$ cat src/rtl/atari_slapstik_gen_pkg.sv
// Shared state encodings, pattern indices and default decode constants for the slapstik bank generator.
// Purely declarative; no logic, no latency, no backpressure.
package slapstik_pkg;

    typedef enum logic [3:0] {
        ST_DIS  = 4'd0,
        ST_EN   = 4'd1,
        ST_ALT1 = 4'd2,
        ST_ALT2 = 4'd3,
        ST_ALT3 = 4'd4,
        ST_BIT1 = 4'd5,
        ST_BIT2 = 4'd6,
        ST_BIT3 = 4'd7,
        ST_ADD1 = 4'd8,
        ST_ADD2 = 4'd9,
        ST_ADD3 = 4'd10
    } state_e;

    // Index of each address pattern in the matcher hit vector
    localparam int P_ALT1 = 0;
    localparam int P_ALT2 = 1;
    localparam int P_ALT3 = 2;
    localparam int P_ALT4 = 3;
    localparam int P_BIT1 = 4;
    localparam int P_BIT2 = 5;
    localparam int P_BIT3 = 6;
    localparam int P_ADD1 = 7;
    localparam int P_ADDI = 8;
    localparam int P_ADDD = 9;
    localparam int P_ADD3 = 10;
    localparam int NPAT   = 11;

    localparam int DEF_ABITS      = 13;
    localparam int DEF_BANKS      = 4;
    localparam int DEF_RESET_ADDR = 'h0000;
    localparam int DEF_BANK_BASE  = 'h0080;
    localparam int DEF_BANK_SHIFT = 4;

    // ALT1 value lies outside its mask, so it can never match
    localparam int DEF_ALT1_MASK = 'h007F, DEF_ALT1_VAL = 'h1FFF;
    localparam int DEF_ALT2_MASK = 'h1FFF, DEF_ALT2_VAL = 'h1DFF;
    localparam int DEF_ALT3_MASK = 'h1FFC, DEF_ALT3_VAL = 'h1B5C;
    localparam int DEF_ALT4_MASK = 'h1FCF, DEF_ALT4_VAL = 'h0080;
    localparam int DEF_BIT1_MASK = 'h1FF0, DEF_BIT1_VAL = 'h1540;
    localparam int DEF_BIT2_MASK = 'h1FF0, DEF_BIT2_VAL = 'h1540;
    localparam int DEF_BIT3_MASK = 'h1FF8, DEF_BIT3_VAL = 'h1550;
    localparam int DEF_ADD_MASK  = 'h0000, DEF_ADD_VAL  = 'h0000;

    function automatic int bank_addr(input int base, input int shift, input int k);
        return base + (k << shift);
    endfunction

endpackage

$ cat src/rtl/atari_slapstik_gen_if.sv
// Access bus into the slapstik: CS/AD in, registered bank select and debug state out.
// No handshake; one access per CS cycle, never backpressured.
interface atari_slapstik_gen_if #(
    parameter int ABITS = 13,
    parameter int BSW   = 2
);
    logic             CS;
    logic [ABITS-1:0] AD;
    logic [BSW-1:0]   BS;
    logic             BS_CHG;
    logic [3:0]       ST;

    modport master (output CS, AD, input BS, BS_CHG, ST);
    modport slave  (input CS, AD, output BS, BS_CHG, ST);
endinterface

$ cat src/rtl/atari_slapstik_gen_match.sv
// Combinational masked address compare: hit when (addr & MASK) == VALUE.
// Zero latency, no backpressure.
module slapstik_match #(
    parameter int ABITS = 13,
    parameter int MASK  = 0,
    parameter int VALUE = 0
) (
    input  logic [ABITS-1:0] addr,
    output logic             hit
);
    localparam logic [ABITS-1:0] M = ABITS'(MASK);
    localparam logic [ABITS-1:0] V = ABITS'(VALUE);

    assign hit = (addr & M) == V;
endmodule

$ cat src/rtl/atari_slapstik_gen.sv
// Slapstik-style bank switch: address-sequence FSM selecting a ROM bank; outputs registered, 1-cycle latency.
// Never backpressures; cycles with CS low are ignored.
module atari_slapstik_gen
    import slapstik_pkg::*;
#(
    parameter int ABITS      = DEF_ABITS,
    parameter int BANKS      = DEF_BANKS,
    parameter int INIT_BANK  = BANKS - 1,
    parameter int RESET_ADDR = DEF_RESET_ADDR,
    parameter int BANK_BASE  = DEF_BANK_BASE,
    parameter int BANK_SHIFT = DEF_BANK_SHIFT,
    parameter int ALT1_MASK  = DEF_ALT1_MASK, parameter int ALT1_VAL = DEF_ALT1_VAL,
    parameter int ALT2_MASK  = DEF_ALT2_MASK, parameter int ALT2_VAL = DEF_ALT2_VAL,
    parameter int ALT3_MASK  = DEF_ALT3_MASK, parameter int ALT3_VAL = DEF_ALT3_VAL,
    parameter int ALT4_MASK  = DEF_ALT4_MASK, parameter int ALT4_VAL = DEF_ALT4_VAL,
    parameter int BIT1_MASK  = DEF_BIT1_MASK, parameter int BIT1_VAL = DEF_BIT1_VAL,
    parameter int BIT2_MASK  = DEF_BIT2_MASK, parameter int BIT2_VAL = DEF_BIT2_VAL,
    parameter int BIT3_MASK  = DEF_BIT3_MASK, parameter int BIT3_VAL = DEF_BIT3_VAL,
    parameter int ADD1_MASK  = DEF_ADD_MASK,  parameter int ADD1_VAL = DEF_ADD_VAL,
    parameter int ADDI_MASK  = DEF_ADD_MASK,  parameter int ADDI_VAL = DEF_ADD_VAL,
    parameter int ADDD_MASK  = DEF_ADD_MASK,  parameter int ADDD_VAL = DEF_ADD_VAL,
    parameter int ADD3_MASK  = DEF_ADD_MASK,  parameter int ADD3_VAL = DEF_ADD_VAL,
    parameter int EN_ALT     = 1,
    parameter int EN_BIT     = 1,
    parameter int EN_ADD     = 0
) (
    input  logic                CLK,
    input  logic                RST_N,
    atari_slapstik_gen_if.slave bus
);
    localparam int BSW = $clog2(BANKS);

    localparam int PAT_MASK [NPAT] = '{ALT1_MASK, ALT2_MASK, ALT3_MASK, ALT4_MASK,
                                       BIT1_MASK, BIT2_MASK, BIT3_MASK,
                                       ADD1_MASK, ADDI_MASK, ADDD_MASK, ADD3_MASK};
    localparam int PAT_VAL  [NPAT] = '{ALT1_VAL, ALT2_VAL, ALT3_VAL, ALT4_VAL,
                                       BIT1_VAL, BIT2_VAL, BIT3_VAL,
                                       ADD1_VAL, ADDI_VAL, ADDD_VAL, ADD3_VAL};

    state_e           state_q, state_d;
    logic [BSW-1:0]   bs_q, bs_d;
    logic [BSW-1:0]   ta_q, ta_d;
    logic [BSW-1:0]   tb_q, tb_d;
    logic             tog_q, tog_d;
    logic             bs_chg_q, bs_chg_d;

    logic [ABITS-1:0] ad;
    logic [ABITS-1:0] ad_tog;
    logic [NPAT-1:0]  hit;
    logic             is_bank;
    logic [BSW-1:0]   bank_idx;

    assign ad     = bus.AD;
    // BIT2 sees the address with its low two bits flipped while tog is set
    assign ad_tog = ad ^ ABITS'({tog_q, tog_q});

    for (genvar i = 0; i < NPAT; i++) begin : g_pat
        slapstik_match #(
            .ABITS (ABITS),
            .MASK  (PAT_MASK[i]),
            .VALUE (PAT_VAL[i])
        ) u_match (
            .addr ((i == P_BIT2) ? ad_tog : ad),
            .hit  (hit[i])
        );
    end

    always_comb begin
        is_bank  = 1'b0;
        bank_idx = '0;
        for (int k = 0; k < BANKS; k++) begin
            if (ad == ABITS'(bank_addr(BANK_BASE, BANK_SHIFT, k))) begin
                is_bank  = 1'b1;
                bank_idx = BSW'(k);
            end
        end
    end

    always_comb begin
        state_d  = state_q;
        bs_d     = bs_q;
        ta_d     = ta_q;
        tb_d     = tb_q;
        tog_d    = tog_q;
        bs_chg_d = 1'b0;
        if (bus.CS) begin
            if (ad == ABITS'(RESET_ADDR)) begin
                state_d = ST_EN;
            end else begin
                case (state_q)
                    ST_EN: begin
                        if (is_bank) begin
                            bs_d     = bank_idx;
                            bs_chg_d = 1'b1;
                            state_d  = ST_DIS;
                        end else if ((EN_ALT != 0) && hit[P_ALT1]) state_d = ST_ALT1;
                        else if ((EN_ALT != 0) && hit[P_ALT2])     state_d = ST_ALT2;
                        else if ((EN_BIT != 0) && hit[P_BIT1])     state_d = ST_BIT1;
                        else if ((EN_ADD != 0) && hit[P_ADD1])     state_d = ST_ADD1;
                    end
                    ST_ALT1: state_d = hit[P_ALT2] ? ST_ALT2 : ST_EN;
                    ST_ALT2: begin
                        if (hit[P_ALT3]) begin
                            ta_d    = ad[BSW-1:0];
                            state_d = ST_ALT3;
                        end else begin
                            state_d = ST_EN;
                        end
                    end
                    ST_ALT3: begin
                        if (hit[P_ALT4]) begin
                            bs_d     = ta_q;
                            bs_chg_d = 1'b1;
                            state_d  = ST_DIS;
                        end
                    end
                    ST_BIT1: begin
                        if (is_bank) begin
                            tb_d    = bs_q;
                            tog_d   = 1'b0;
                            state_d = ST_BIT2;
                        end
                    end
                    ST_BIT2: begin
                        // Bit indices at or beyond BSW still toggle but write nothing
                        if (hit[P_BIT2]) begin
                            for (int i = 0; i < BSW; i++) begin
                                if (int'(ad_tog[BSW:1]) == i) tb_d[i] = ad_tog[0];
                            end
                            tog_d = ~tog_q;
                        end else if (hit[P_BIT3]) begin
                            state_d = ST_BIT3;
                        end
                    end
                    ST_BIT3: begin
                        if (is_bank) begin
                            bs_d     = tb_q;
                            bs_chg_d = 1'b1;
                            state_d  = ST_DIS;
                        end
                    end
                    ST_ADD1: begin
                        if (is_bank) begin
                            ta_d    = bs_q;
                            state_d = ST_ADD2;
                        end
                    end
                    ST_ADD2: begin
                        if (hit[P_ADDI])      ta_d    = ta_q + BSW'(1);
                        else if (hit[P_ADDD]) ta_d    = ta_q - BSW'(1);
                        else if (hit[P_ADD3]) state_d = ST_ADD3;
                    end
                    ST_ADD3: begin
                        if (is_bank) begin
                            bs_d     = ta_q;
                            bs_chg_d = 1'b1;
                            state_d  = ST_DIS;
                        end
                    end
                    ST_DIS:  state_d = ST_DIS;
                    default: state_d = ST_DIS;
                endcase
            end
        end
    end

    always_ff @(posedge CLK or negedge RST_N) begin
        if (!RST_N) begin
            state_q  <= ST_DIS;
            bs_q     <= BSW'(INIT_BANK);
            ta_q     <= '0;
            tb_q     <= '0;
            tog_q    <= 1'b0;
            bs_chg_q <= 1'b0;
        end else begin
            state_q  <= state_d;
            bs_q     <= bs_d;
            ta_q     <= ta_d;
            tb_q     <= tb_d;
            tog_q    <= tog_d;
            bs_chg_q <= bs_chg_d;
        end
    end

    assign bus.BS     = bs_q;
    assign bus.BS_CHG = bs_chg_q;
    assign bus.ST     = state_q;

endmodule

$ cat src/flat_wrapper.sv
// flat-port wrapper written by rule: the top's interface ports become plain ports
module atari_slapstik_gen_flat import slapstik_pkg::*;
#(
    parameter int ABITS      = DEF_ABITS,
    parameter int BANKS      = DEF_BANKS,
    parameter int INIT_BANK  = BANKS - 1,
    parameter int RESET_ADDR = DEF_RESET_ADDR,
    parameter int BANK_BASE  = DEF_BANK_BASE,
    parameter int BANK_SHIFT = DEF_BANK_SHIFT,
    parameter int ALT1_MASK  = DEF_ALT1_MASK, parameter int ALT1_VAL = DEF_ALT1_VAL,
    parameter int ALT2_MASK  = DEF_ALT2_MASK, parameter int ALT2_VAL = DEF_ALT2_VAL,
    parameter int ALT3_MASK  = DEF_ALT3_MASK, parameter int ALT3_VAL = DEF_ALT3_VAL,
    parameter int ALT4_MASK  = DEF_ALT4_MASK, parameter int ALT4_VAL = DEF_ALT4_VAL,
    parameter int BIT1_MASK  = DEF_BIT1_MASK, parameter int BIT1_VAL = DEF_BIT1_VAL,
    parameter int BIT2_MASK  = DEF_BIT2_MASK, parameter int BIT2_VAL = DEF_BIT2_VAL,
    parameter int BIT3_MASK  = DEF_BIT3_MASK, parameter int BIT3_VAL = DEF_BIT3_VAL,
    parameter int ADD1_MASK  = DEF_ADD_MASK,  parameter int ADD1_VAL = DEF_ADD_VAL,
    parameter int ADDI_MASK  = DEF_ADD_MASK,  parameter int ADDI_VAL = DEF_ADD_VAL,
    parameter int ADDD_MASK  = DEF_ADD_MASK,  parameter int ADDD_VAL = DEF_ADD_VAL,
    parameter int ADD3_MASK  = DEF_ADD_MASK,  parameter int ADD3_VAL = DEF_ADD_VAL,
    parameter int EN_ALT     = 1,
    parameter int EN_BIT     = 1,
    parameter int EN_ADD     = 0
)
  (CLK, RST_N, bus_CS, bus_AD, bus_BS, bus_BS_CHG, bus_ST);
  atari_slapstik_gen_if #(.ABITS(ABITS), .BSW(2)) bus_i ();
  input  logic CLK;
  input  logic RST_N;
  input wire logic [$bits(bus_i.CS)-1:0] bus_CS;
  input wire logic [$bits(bus_i.AD)-1:0] bus_AD;
  output wire logic [$bits(bus_i.BS)-1:0] bus_BS;
  output wire logic [$bits(bus_i.BS_CHG)-1:0] bus_BS_CHG;
  output wire logic [$bits(bus_i.ST)-1:0] bus_ST;
  assign bus_i.CS = bus_CS;
  assign bus_i.AD = bus_AD;
  assign bus_BS = bus_i.BS;
  assign bus_BS_CHG = bus_i.BS_CHG;
  assign bus_ST = bus_i.ST;
  atari_slapstik_gen #(.ABITS(ABITS), .BANKS(BANKS), .INIT_BANK(INIT_BANK), .RESET_ADDR(RESET_ADDR), .BANK_BASE(BANK_BASE), .BANK_SHIFT(BANK_SHIFT), .ALT1_MASK(ALT1_MASK), .ALT1_VAL(ALT1_VAL), .ALT2_MASK(ALT2_MASK), .ALT2_VAL(ALT2_VAL), .ALT3_MASK(ALT3_MASK), .ALT3_VAL(ALT3_VAL), .ALT4_MASK(ALT4_MASK), .ALT4_VAL(ALT4_VAL), .BIT1_MASK(BIT1_MASK), .BIT1_VAL(BIT1_VAL), .BIT2_MASK(BIT2_MASK), .BIT2_VAL(BIT2_VAL), .BIT3_MASK(BIT3_MASK), .BIT3_VAL(BIT3_VAL), .ADD1_MASK(ADD1_MASK), .ADD1_VAL(ADD1_VAL), .ADDI_MASK(ADDI_MASK), .ADDI_VAL(ADDI_VAL), .ADDD_MASK(ADDD_MASK), .ADDD_VAL(ADDD_VAL), .ADD3_MASK(ADD3_MASK), .ADD3_VAL(ADD3_VAL), .EN_ALT(EN_ALT), .EN_BIT(EN_BIT), .EN_ADD(EN_ADD)) u_core (.CLK(CLK), .RST_N(RST_N), .bus(bus_i));
endmodule
$ cat config.mk
export PLATFORM = sky130hd
export DESIGN_NAME = atari_slapstik_gen_flat
export DESIGN_NICKNAME = d
export VERILOG_FILES = /design/src/rtl/atari_slapstik_gen_pkg.sv /design/src/rtl/atari_slapstik_gen_if.sv /design/src/rtl/atari_slapstik_gen_match.sv /design/src/rtl/atari_slapstik_gen.sv /design/src/flat_wrapper.sv
export SDC_FILE = /design/constraint.sdc
export NUM_CORES = 1
export LEC_CHECK = 0
export ABC_AREA = 0
export BUFFER_PORTS_ARGS = -buffer_cell sky130_fd_sc_hd__buf_2
export CAP_MARGIN = 20
export CORE_AREA = 2 2 61 92
export CTS_CLUSTER_DIAMETER = 50
export DETAILED_ROUTE_END_ITERATION = 8
export DIE_AREA = 0 0 63 94
export GPL_ROUTABILITY_DRIVEN = 0
export SYNTH_ARGS = -nofsm -noshare
export SYNTH_HDL_FRONTEND = slang
export SYNTH_SLANG_ARGS = --single-unit
$ cat constraint.sdc
create_clock -name CLK -period 2.1 [get_ports CLK]
set_input_delay 0.42 -clock CLK [delete_from_list [all_inputs] [get_ports CLK]]
set_output_delay 0.42 -clock CLK [all_outputs]
set_load 0.05 [all_outputs]
==> impl_metrics.json <==
{
  "status": "complete, no violations",
  "critPathArrivalTime_ns": 2.05,
  "crit_fanout": 14,
  "rsz0062_at_grt": "no",
  "ant_nets": 0,
  "grt_overflow": 0,
  "root_buffer": "clkbuf_8",
  "synth-seq-cells": 12,
  "synth_flop_cell": "dfrtp_1",
  "path_buf_inv": 0,
  "power_uw": 1150,
  "clockBufferDepth": 2,
  "cts_tree": "done",
  "cts.sinks": 12,
  "dpl-instance-area_sq_mm": 0.00152,
  "post_cts_buffers": 0,
  "layout-drive-gt1-share": 0.378,
  "path_class": "flip-flop to flip-flop",
  "hold_violations": 0,
  "vias": 1291,
  "syn-num-nets": 160,
  "p_int_uw": 670,
  "p_per_area_mw_per_mm2": 732,
  "clk_latency_ns": 0.24,
  "period_needed_ns": 1.92,
  "post-route-period-util": 0.912,
  "p_sw_uw": 483,
  "comb_power_share": 0.495,
  "startpoint": "u_core.bus.ST[2]",
  "worstSetupStartpointType": "flip-flop",
  "final_net_count": 197,
  "crit_family": "simple AND/OR/NAND/NOR gates",
  "synth_edf_count": 0,
  "fp.dieH_um": 94,
  "areaGrowthSynthToFinish_pct": 26.5,
  "fp-row-count": 32,
  "ios": 23,
  "worst_pin_slew_ns": 0.470,
  "diodes": 0,
  "p_leak_uw": 0.000656,
  "grt_pass1_vias": 1349,
  "relSlewSlack": 0.684,
  "setup_viol": 0,
  "r2r-start": "u_core.bus.ST[2]",
  "h-tree-depth": 1,
  "place_worst_setup_slack_ns": 0.0459,
  "wl_per_cell_um": 14.8,
  "syn_avg_cell_area_sq_um": 8.65,
  "pwr-share-seq": 0.277,
  "endpoint_kind": "flip-flop",
  "dieArea_sq_mm": 0.00592,
  "drv_slew": 0,
  "io_buffers": 22,
  "drt-pass1-iter-count": 4,
  "ctsResizeCount": 0,
  "vdd_ir_drop_max_mv": 0.344,
  "fp.dieW_um": 63,
  "wirelength_um": 3660,
  "cap_violations": 0,
  "coreArea_sq_mm": 0.00508,
  "numCtsBuffers": 3,
  "setup_ws_ns": 0.184,
  "clk_pin_slew_worst_paths_ns": 0.06,
  "grt_max_degree": 15,
  "synthesis.area_sq_mm": 0.00124,
  "yosysWarnings": 0,
  "async_flop_share": 1.00,
  "clkPwrFrac": 0.228,
  "via_per_inst": 5.21,
  "start_util": 0.245,
  "grt_pass1_wl_um": 6090,
  "max_freq_ghz": 0.522,
  "grt.total_usage": 0.130,
  "fillCellCount": 558,
  "cp_cell_sequence": "or3b_2 > nor2_1 > nand2_1 > nand3_2 > mux2_4",
  "skew_ns": 0.00343,
  "max_stage_delay_ns": 0.57,
  "netSwitchingFraction": 0.419,
  "synth-seq-area-share": 0.243,
  "worst_ep_required_time_ns": 2.23,
  "hold_buffers": 0,
  "hold_class": "input pin to async pin",
  "setup_tns_ns": 0,
  "yosysUniqueCellTypes": 62,
  "hold_ws_ns": 0.0557,
  "dp_hpwl_um": 3020,
  "drc": 0,
  "antenna_found_initial": 0,
  "final_area_sq_mm": 0.00158,
  "crit_slowest_cell": "or3b_2",
  "synth_cells": 144,
  "first_iter_violations": 37
}
sequential cells by signal, indices dropped and copies added, names as in the netlist:
register	count
u_core.bus.BS	2
u_core.bus.BS_CHG	1
u_core.ta_q	2
u_core.tb_q	2
u_core.bus.ST	4
u_core.tog_q	1
cells in the mapped netlist (3+ instances only):
master	n	area, sq um
a21oi_1	9	45.0
a31oi_1	3	18.8
dfrtp_1	10	250
inv_1	5	18.8
mux2i_1	4	40.0
nand2_1	7	26.3
nand2b_1	3	18.8
nand3_1	5	25.0
nand4b_1	3	26.3
nor2_1	13	48.8
nor2b_1	3	18.8
nor3_2	3	30.0
nor3b_1	3	22.5
o21ai_0	7	35.0
o2bb2ai_1	3	26.3
or3_1	3	18.8
or3_4	3	33.8
final timing paths:
kind	to	cells after the start	slack, ns
max in group asynchronous	u_core.bus.BS[1]	1	1.76
min	u_core.tog_q	1	0.06
min in group CLK	u_core.bus.BS_CHG	3	0.49
max	u_core.ta_q[0]	5	0.18
min reg2reg	u_core.bus.BS[1]	2	0.50
max reg2reg	u_core.ta_q[0]	5	0.18
metrics by stage:
stage,std cells,util
3_5_place_dp,244,0.299
5_1_grt,248,0.310
3_3_place_gp,244,0.299
2_1_floorplan,144,-
6_report,248,0.310
4_1_cts,248,0.310
power by group through the flow:
stage | clock network (uW) | logic (uW) | registers [uW]
after floorplan | 0 | 361 | 360
after global placement | 0 | 568 | 321
after detailed placement | 0 | 570 | 321
after CTS | 267 | 571 | 318
after global routing | 279 | 620 | 326
final | 263 | 570 | 319
worst reg2reg max path, delay by kind of cell, from the launching register on:
kind             cells  cell delay, ns
DFF                  1            0.53
muxes                1            0.30
and+or+nand+nor      4            0.97
cell families after synthesis:
kind of cell / count (synthesis) / share of synthesized area
mux: 5 / 0.0442
buf+inv: 11 / 0.0472
compound gates: 41 / 0.248
xor+xnor: 4 / 0.0281
flops: 12 / 0.243
simple gates: 71 / 0.389
layer usage:
layer  global-route usage  routed length, um  up-vias
met5                    0                  0        -
met4               0.0759                155        0
met3               0.0132                 98       12
met2                0.246               1940       39
met1                0.135               1470      614
li1                     -                  -      626
cell usage in the layout, fill, tap and decap left out, types with 5 or more instances in the layout:
cell / instances
buf_2: 22
buf_4: 16
nor2_1: 13
dfrtp_1: 10
a21oi_1: 9
nand2_1: 7
o21ai_0: 7
inv_1: 5
nand3_1: 5
cell type report:
type / instances / area (sq um) / share of cell area
repair buffers: 38 / 230 / 0.146
flip-flops and latches: 12 / 303 / 0.192
multi-input cells: 121 / 883 / 0.561
clock buffers: 4 / 55.1 / 0.0349
well taps: 68 / 85.1 / 0.0540
inverters: 5 / 18.8 / 0.0119
Note: power is estimated with default switching activity, not from simulation.
